### src/rtl/display_sched_pkg.sv
// Shared definitions for the display packet scheduler and the annotator decode:
// packet type codes, scheduler states and payload-length helpers.
package display_sched_pkg;

  localparam logic [2:0] TYPE_IMAGE = 3'd1;
  localparam logic [2:0] TYPE_BBOX  = 3'd2;
  localparam logic [2:0] TYPE_LOGO  = 3'd3;

  localparam int CNT_W = 20;

  typedef enum logic [2:0] {
    S_IDLE,
    S_HDR,
    S_PAYLOAD,
    S_FILL,
    S_DRAIN,
    S_PAD
  } state_t;

  // Two pixels are packed per 64-bit word.
  function automatic logic [CNT_W-1:0] img_len(input int width, input int height);
    return CNT_W'((width * height) / 2);
  endfunction

  function automatic logic [CNT_W-1:0] logo_len(input int width, input int height);
    return CNT_W'((width * height) / 2);
  endfunction

endpackage

### src/rtl/display_sched_out_reg.sv
// Single 64+1-bit output register with valid/ready hold: loads whenever it is
// empty or being drained, holds its word while the consumer stalls.
module display_sched_out_reg (
  input  logic        clk,
  input  logic        rst_n,
  input  logic        load,
  input  logic [63:0] load_data,
  input  logic        load_last,
  input  logic        out_ready,
  output logic        can_load,
  output logic        out_valid,
  output logic [63:0] out_data,
  output logic        out_last
);

  logic        valid_reg;
  logic [63:0] data_reg;
  logic        last_reg;

  assign can_load  = ~valid_reg | out_ready;
  assign out_valid = valid_reg;
  assign out_data  = data_reg;
  assign out_last  = last_reg;

  always_ff @(posedge clk) begin
    if (!rst_n) begin
      valid_reg <= 1'b0;
      data_reg  <= '0;
      last_reg  <= 1'b0;
    end else if (can_load) begin
      valid_reg <= load;
      if (load) begin
        data_reg <= load_data;
        last_reg <= load_last;
      end
    end
  end

endmodule

### src/rtl/display_packet_scheduler.sv
// Packs image, bbox and logo sources into header/payload/pad packets of fixed length.
// Optional DISPLAY_SCHED_FRAME_ID_EN adds a frame counter in image headers and a frame_id port.
module display_packet_scheduler
  import display_sched_pkg::*;
#(
  parameter int FRAME_WIDTH  = 540,
  parameter int FRAME_HEIGHT = 540,
  parameter int MAX_BBOX     = 16,
  parameter int LOGO_WIDTH   = 540,
  parameter int LOGO_HEIGHT  = 100
) (
  input  logic        clk,
  input  logic        rst_n,
  input  logic        img_valid,
  input  logic [63:0] img_data,
  input  logic        img_last,
  output logic        img_ready,
  input  logic        bbox_valid,
  input  logic [63:0] bbox_data,
  input  logic        bbox_last,
  output logic        bbox_ready,
  input  logic        logo_valid,
  input  logic [63:0] logo_data,
  input  logic        logo_last,
  output logic        logo_ready,
  input  logic        logo_req,
  output logic        out_valid,
  output logic [63:0] out_data,
  output logic        out_last,
  input  logic        out_ready,
  output logic        busy,
  output logic        err_short,
  output logic        err_long
`ifdef DISPLAY_SCHED_FRAME_ID_EN
  ,
  output logic [15:0] frame_id
`endif
);

  localparam logic [CNT_W-1:0] IMG_LEN  = img_len(FRAME_WIDTH, FRAME_HEIGHT);
  localparam logic [CNT_W-1:0] LOGO_LEN = logo_len(LOGO_WIDTH, LOGO_HEIGHT);
  localparam logic [CNT_W-1:0] BBOX_LEN = CNT_W'(MAX_BBOX);

  state_t           state_reg, state_next;
  logic [2:0]       sel_reg, sel_next;
  logic [CNT_W-1:0] cnt_reg, cnt_next;
  logic             rr_reg, rr_next;       // 0: bbox preferred, 1: image preferred
  logic             logo_pend_reg, logo_pend_next;
  logic             err_short_reg, err_short_next;
  logic             err_long_reg, err_long_next;
  logic             pad_sent_reg, pad_sent_next;

  logic             can_load;
  logic             load;
  logic [63:0]      load_data;
  logic             load_last;
  logic             take;
  logic             src_valid;
  logic [63:0]      src_data;
  logic             src_last;
  logic [CNT_W-1:0] len;
  logic             at_final;
  logic [63:0]      hdr;

`ifdef DISPLAY_SCHED_FRAME_ID_EN
  logic [15:0]      frame_reg;
  assign frame_id = frame_reg;
`endif

  always_comb begin
    src_valid = 1'b0;
    src_data  = '0;
    src_last  = 1'b0;
    len       = BBOX_LEN;
    case (sel_reg)
      TYPE_IMAGE: begin src_valid = img_valid;  src_data = img_data;  src_last = img_last;  len = IMG_LEN;  end
      TYPE_BBOX:  begin src_valid = bbox_valid; src_data = bbox_data; src_last = bbox_last; len = BBOX_LEN; end
      TYPE_LOGO:  begin src_valid = logo_valid; src_data = logo_data; src_last = logo_last; len = LOGO_LEN; end
      default: ;
    endcase
  end

  assign at_final = (cnt_reg == len - 1'b1);

  always_comb begin
    hdr = {61'b0, sel_reg};
`ifdef DISPLAY_SCHED_FRAME_ID_EN
    if (sel_reg == TYPE_IMAGE) hdr[31:16] = frame_reg;
`endif
  end

  assign img_ready  = take & (sel_reg == TYPE_IMAGE);
  assign bbox_ready = take & (sel_reg == TYPE_BBOX);
  assign logo_ready = take & (sel_reg == TYPE_LOGO);
  assign busy       = (state_reg != S_IDLE);
  assign err_short  = err_short_reg;
  assign err_long   = err_long_reg;

  always_comb begin
    state_next     = state_reg;
    sel_next       = sel_reg;
    cnt_next       = cnt_reg;
    rr_next        = rr_reg;
    logo_pend_next = logo_pend_reg | logo_req;
    err_short_next = err_short_reg;
    err_long_next  = err_long_reg;
    pad_sent_next  = pad_sent_reg;
    load           = 1'b0;
    load_data      = '0;
    load_last      = 1'b0;
    take           = 1'b0;
    case (state_reg)
      S_IDLE: begin
        // A request arriving alongside the logo grant is served by that grant.
        if (logo_pend_reg) begin
          sel_next       = TYPE_LOGO;
          logo_pend_next = 1'b0;
          state_next     = S_HDR;
        end else if (bbox_valid && (!img_valid || !rr_reg)) begin
          sel_next   = TYPE_BBOX;
          rr_next    = 1'b1;
          state_next = S_HDR;
        end else if (img_valid) begin
          sel_next   = TYPE_IMAGE;
          rr_next    = 1'b0;
          state_next = S_HDR;
        end
      end
      S_HDR: begin
        if (can_load) begin
          load       = 1'b1;
          load_data  = hdr;
          cnt_next   = '0;
          state_next = S_PAYLOAD;
        end
      end
      S_PAYLOAD: begin
        take = can_load;
        if (src_valid && can_load) begin
          load      = 1'b1;
          load_data = src_data;
          cnt_next  = cnt_reg + 1'b1;
          if (src_last) begin
            if (at_final) begin
              state_next = S_PAD;
            end else begin
              err_short_next = 1'b1;
              state_next     = S_FILL;
            end
          end else if (at_final) begin
            err_long_next = 1'b1;
            state_next    = S_DRAIN;
          end
        end
      end
      S_FILL: begin
        if (can_load) begin
          load     = 1'b1;
          cnt_next = cnt_reg + 1'b1;
          if (at_final) state_next = S_PAD;
        end
      end
      S_DRAIN: begin
        take = 1'b1;
        if (src_valid && src_last) state_next = S_PAD;
      end
      S_PAD: begin
        if (!pad_sent_reg) begin
          if (can_load) begin
            load          = 1'b1;
            load_last     = 1'b1;
            pad_sent_next = 1'b1;
          end
        end else if (out_ready) begin
          pad_sent_next = 1'b0;
          state_next    = S_IDLE;
        end
      end
      default: state_next = S_IDLE;
    endcase
  end

  always_ff @(posedge clk) begin
    if (!rst_n) begin
      state_reg     <= S_IDLE;
      sel_reg       <= '0;
      cnt_reg       <= '0;
      rr_reg        <= 1'b0;
      logo_pend_reg <= 1'b0;
      err_short_reg <= 1'b0;
      err_long_reg  <= 1'b0;
      pad_sent_reg  <= 1'b0;
    end else begin
      state_reg     <= state_next;
      sel_reg       <= sel_next;
      cnt_reg       <= cnt_next;
      rr_reg        <= rr_next;
      logo_pend_reg <= logo_pend_next;
      err_short_reg <= err_short_next;
      err_long_reg  <= err_long_next;
      pad_sent_reg  <= pad_sent_next;
    end
  end

`ifdef DISPLAY_SCHED_FRAME_ID_EN
  // Header carries the pre-increment count; the counter wraps naturally at 16 bits.
  always_ff @(posedge clk) begin
    if (!rst_n) begin
      frame_reg <= '0;
    end else if (state_reg == S_HDR && can_load && sel_reg == TYPE_IMAGE) begin
      frame_reg <= frame_reg + 16'd1;
    end
  end
`endif

  display_sched_out_reg u_out_reg (
    .clk       (clk),
    .rst_n     (rst_n),
    .load      (load),
    .load_data (load_data),
    .load_last (load_last),
    .out_ready (out_ready),
    .can_load  (can_load),
    .out_valid (out_valid),
    .out_data  (out_data),
    .out_last  (out_last)
  );

endmodule
### config.mk
export PLATFORM = sky130hd
export DESIGN_NAME = display_packet_scheduler
export DESIGN_NICKNAME = d
export VERILOG_FILES = /design/src/rtl/display_sched_pkg.sv /design/src/rtl/display_sched_out_reg.sv /design/src/rtl/display_packet_scheduler.sv
export SDC_FILE = /design/constraint.sdc
export NUM_CORES = 1
export LEC_CHECK = 0
export CELL_PAD_IN_SITES_DETAIL_PLACEMENT = 0
export CELL_PAD_IN_SITES_GLOBAL_PLACEMENT = 1
export CORE_ASPECT_RATIO = 0.75
export CORE_MARGIN = 8
export CORE_UTILIZATION = 30
export CTS_BUF_LIST = sky130_fd_sc_hd__clkbuf_16
export CTS_CLUSTER_SIZE = 40
export DETAILED_ROUTE_END_ITERATION = 10
export PLACE_DENSITY_LB_ADDON = 0.12
export SYNTH_ARGS = -nofsm -noshare
export SYNTH_HDL_FRONTEND = slang
export SYNTH_HIERARCHICAL = 1
export SYNTH_SLANG_ARGS = --single-unit
### constraint.sdc
create_clock -name clk -period 2.57 [get_ports clk]
set_clock_uncertainty 0.05 [all_clocks]
set_input_delay 0.514 -clock clk [delete_from_list [all_inputs] [get_ports clk]]
set_output_delay 0.514 -clock clk [all_outputs]
set_load 0.05 [all_outputs]
==> out/results.ini <==
[routing]
top_layer_used=met5
wire_per_inst_um=17.8
dr_wl_met3_um=2280
vias=6055
dr.pass1.iters=4
detail_route.vias_per_cell=4.86
postRouteWirelength_um=22200
drt_iter0_markers=410
dr_wl_met2_um=9260
drc_errors=0
drt-met1-wl_um=10100
drtAntennaViolNets=0

[layout]
drive_gt1_share_pct=12.8
layout.nets=1192
diodes=0
finalInstanceArea_um2=9310
largest_reg_flops=64
area_growth_pct=56.5

[die]
fp.dieW_um=179
core-area_um2=19400
die_area_um2=24600
io_pins=274
fp.dieH_um=138
rows=44
start_util_pct=30.7

[worst_setup_path]
r2r-end=u_out_reg/out_data[26]$_SDFFE_PN0P_
worstPathRequired_ns=2.01
reg2reg_depth=6
cp_num_buf_inv=2
arrival_ns=1.88
start_kind=input pin
slowest_stage=clkdlybuf4s50_1
r2r-start=sel_reg[0]$_SDFFE_PN0P_
r2r_setup_slack_ns=0.48
cp_max_fo=8
path_cells=clkdlybuf4s50_1 > nand2b_4 > nand2_1 > a21oi_1 > and3b_1 > buf_12
worstSetupEndpointType=output port
critPathTopFamily=buffers and inverters
crit_start=out_ready
crit_type=in -> out
cpPeakStageDelay_ns=0.50

[timing]
hold_viol_final=0
fmax_mhz=409
tightest_slew_ns=0.626
drv_slew=0
tns_ns=0
setup-violations-final=0
slew_headroom_pct=58.1
rsz0062_at_grt=false
min_period_ns=2.44
fin_hold_ws_ns=0.403
post-route-period-util_pct=95.0

[power]
p_int_w=0.00370
power.density_nw_per_um2=653
power_frac_seq_pct=28.0
leakage_nw=3.22
switching_share_pct=39.2
ir_drop_v=0.000326
pwr-share-comb_pct=51.6
pwr-share-clk_pct=20.4
switchingPower_w=0.00238

[clock_network]
holdBufCountCts=0
cts_made_buffers=9
worstSkewPairLatency_ns=0.35
clock_sinks=96
path_clk_slew_ns=0.06
clock_path_buffers=2
h-tree-depth=3
root_buffer=clkbuf_16
cts_tree=built

[hold_path]
whs_path_depth=2
holdCritStartpoint=u_out_reg/out_data[27]$_SDFFE_PN0P_
hold_end=u_out_reg/out_data[27]$_SDFFE_PN0P_
hold_path.class=reg -> reg

[placement]
routabilityCongestion=0.795
dpl_cell_area_um2=9040
dp_hpwl_um=17100
port_buffers=273

[yosys]
synth_warnings=6
syn_area_per_cell_um2=8.11
synth_fp_nets=936
yosysTopAreaCell=dfxtp_1
synth_common_cells=nand2_1 (147), dfxtp_1 (96), nor2_1 (87)
async_flop_share_pct=0
yosysSeqAreaShare_pct=32.3
synthCells=733
ys_seq_elements=96
synth_cell_types=51
synth-edff-count=0
synth_flop_cell=dfxtp_1
yosysMostFrequentCell=nand2_1
synth.top_cell.area_share_pct=32.3
ys_top_cells_by_area=dfxtp_1 (32%), mux2i_1 (12%), mux2_2 (12%)
syn_area_um2=5950

[grt]
grt_max_degree=64
grt_overflow=0
grt_pass1_vias=6041
antenna_found_initial=2
grt_first_pass_wirelength_um=33600
grt_usage_pct=17.3

[run_status]
outcome=finished, final reports clean

[job]
cap_violations=0

==> metrics by stage <==
stage,power (W),std cells,util [%],worst slack (ns)
2_1_floorplan,0.00385,733,-,0.133
3_3_place_gp,0.00493,1231,46.6,0.132
3_5_place_dp,0.00490,1231,46.6,0.0704
4_1_cts,0.00617,1247,48.0,0.105
5_1_grt,0.00646,1247,48.0,0.0205
6_report,0.00608,1247,48.0,0.128
==> power groups by stage <==
stage,sequential [W],combinational (W),clock [W]
6_report,0.00170,0.00314,0.00124
5_1_grt,0.00172,0.00339,0.00134
4_1_cts,0.00170,0.00318,0.00129
3_5_place_dp,0.00173,0.00317,0
3_3_place_gp,0.00174,0.00319,0
2_1_floorplan,0.00174,0.00211,0
==> final cells by class <==
class / count / area, um2
sequential: 96 / 1930
tap: 253 / 317
inverter: 9 / 33.8
fill: 1954 / 10100
timing repair buffer: 308 / 3070
multi-input combinational: 565 / 3690
clock inverter: 7 / 41.3
clock buffer: 9 / 225
==> layer usage <==
layer,GRT usage [%],vias to the layer above
met5,0,-
met4,5.04,4
met3,7.81,25
met2,25.4,214
met1,22.3,2715
li1,-,3097
==> worst register-to-register path: stages, from the launching register on <==
cell and delay [ns]:
dfxtp_4 0.48, buf_4 0.43, mux2_2 0.43, a22oi_1 0.38
nor2_1 0.08, nand2_1 0.07, mux2i_1 0.06
==> cells in the final DEF, fill, tap and decap left out, types with 9 or more instances in the layout <==
cell	Yosys	routed
nor2_1	87	87
o21ai_0	19	19
xor2_1	10	10
dfxtp_1	96	93
or3_1	12	12
a22oi_1	62	62
mux2_2	61	61
a21oi_1	24	24
clkbuf_16	0	9
nand2_1	147	147
inv_1	9	11
mux2i_1	73	73
buf_4	2	33
clkdlybuf4s50_1	0	268
==> worst max-delay path by stage <==
stage	slack (ns)	end	depth (start not counted)
6_report	0.13	bbox_ready	6
5_1_grt	0.02	bbox_ready	6
4_1_cts	0.11	bbox_ready	6
3_5_place_dp	0.07	u_out_reg/out_data[34]$_SDFFE_PN0P_	10
3_3_place_gp	0.13	err_short$_SDFFE_PN0P_	8
2_1_floorplan	0.13	logo_ready	5
==> timing repair <==
action | CTS | global route
endpoints found under the setup margin | 0 | 2
setup buffers | 0 | 0
gates resized for setup | 0 | 1
==> cell families (layout without fill, tap and decap cells) <==
group / count (synthesis) / count (layout) / synth area share (%)
simple gates: 282 / 282 / 20.3
compound gates: 138 / 138 / 16.0
mux: 134 / 134 / 23.8
flops: 96 / 96 / 32.3
buf+inv: 72 / 333 / 5.87
xor+xnor: 10 / 10 / 1.47
fa+ha+maj: 1 / 1 / 0.210
(Power assumes the default switching activity.)
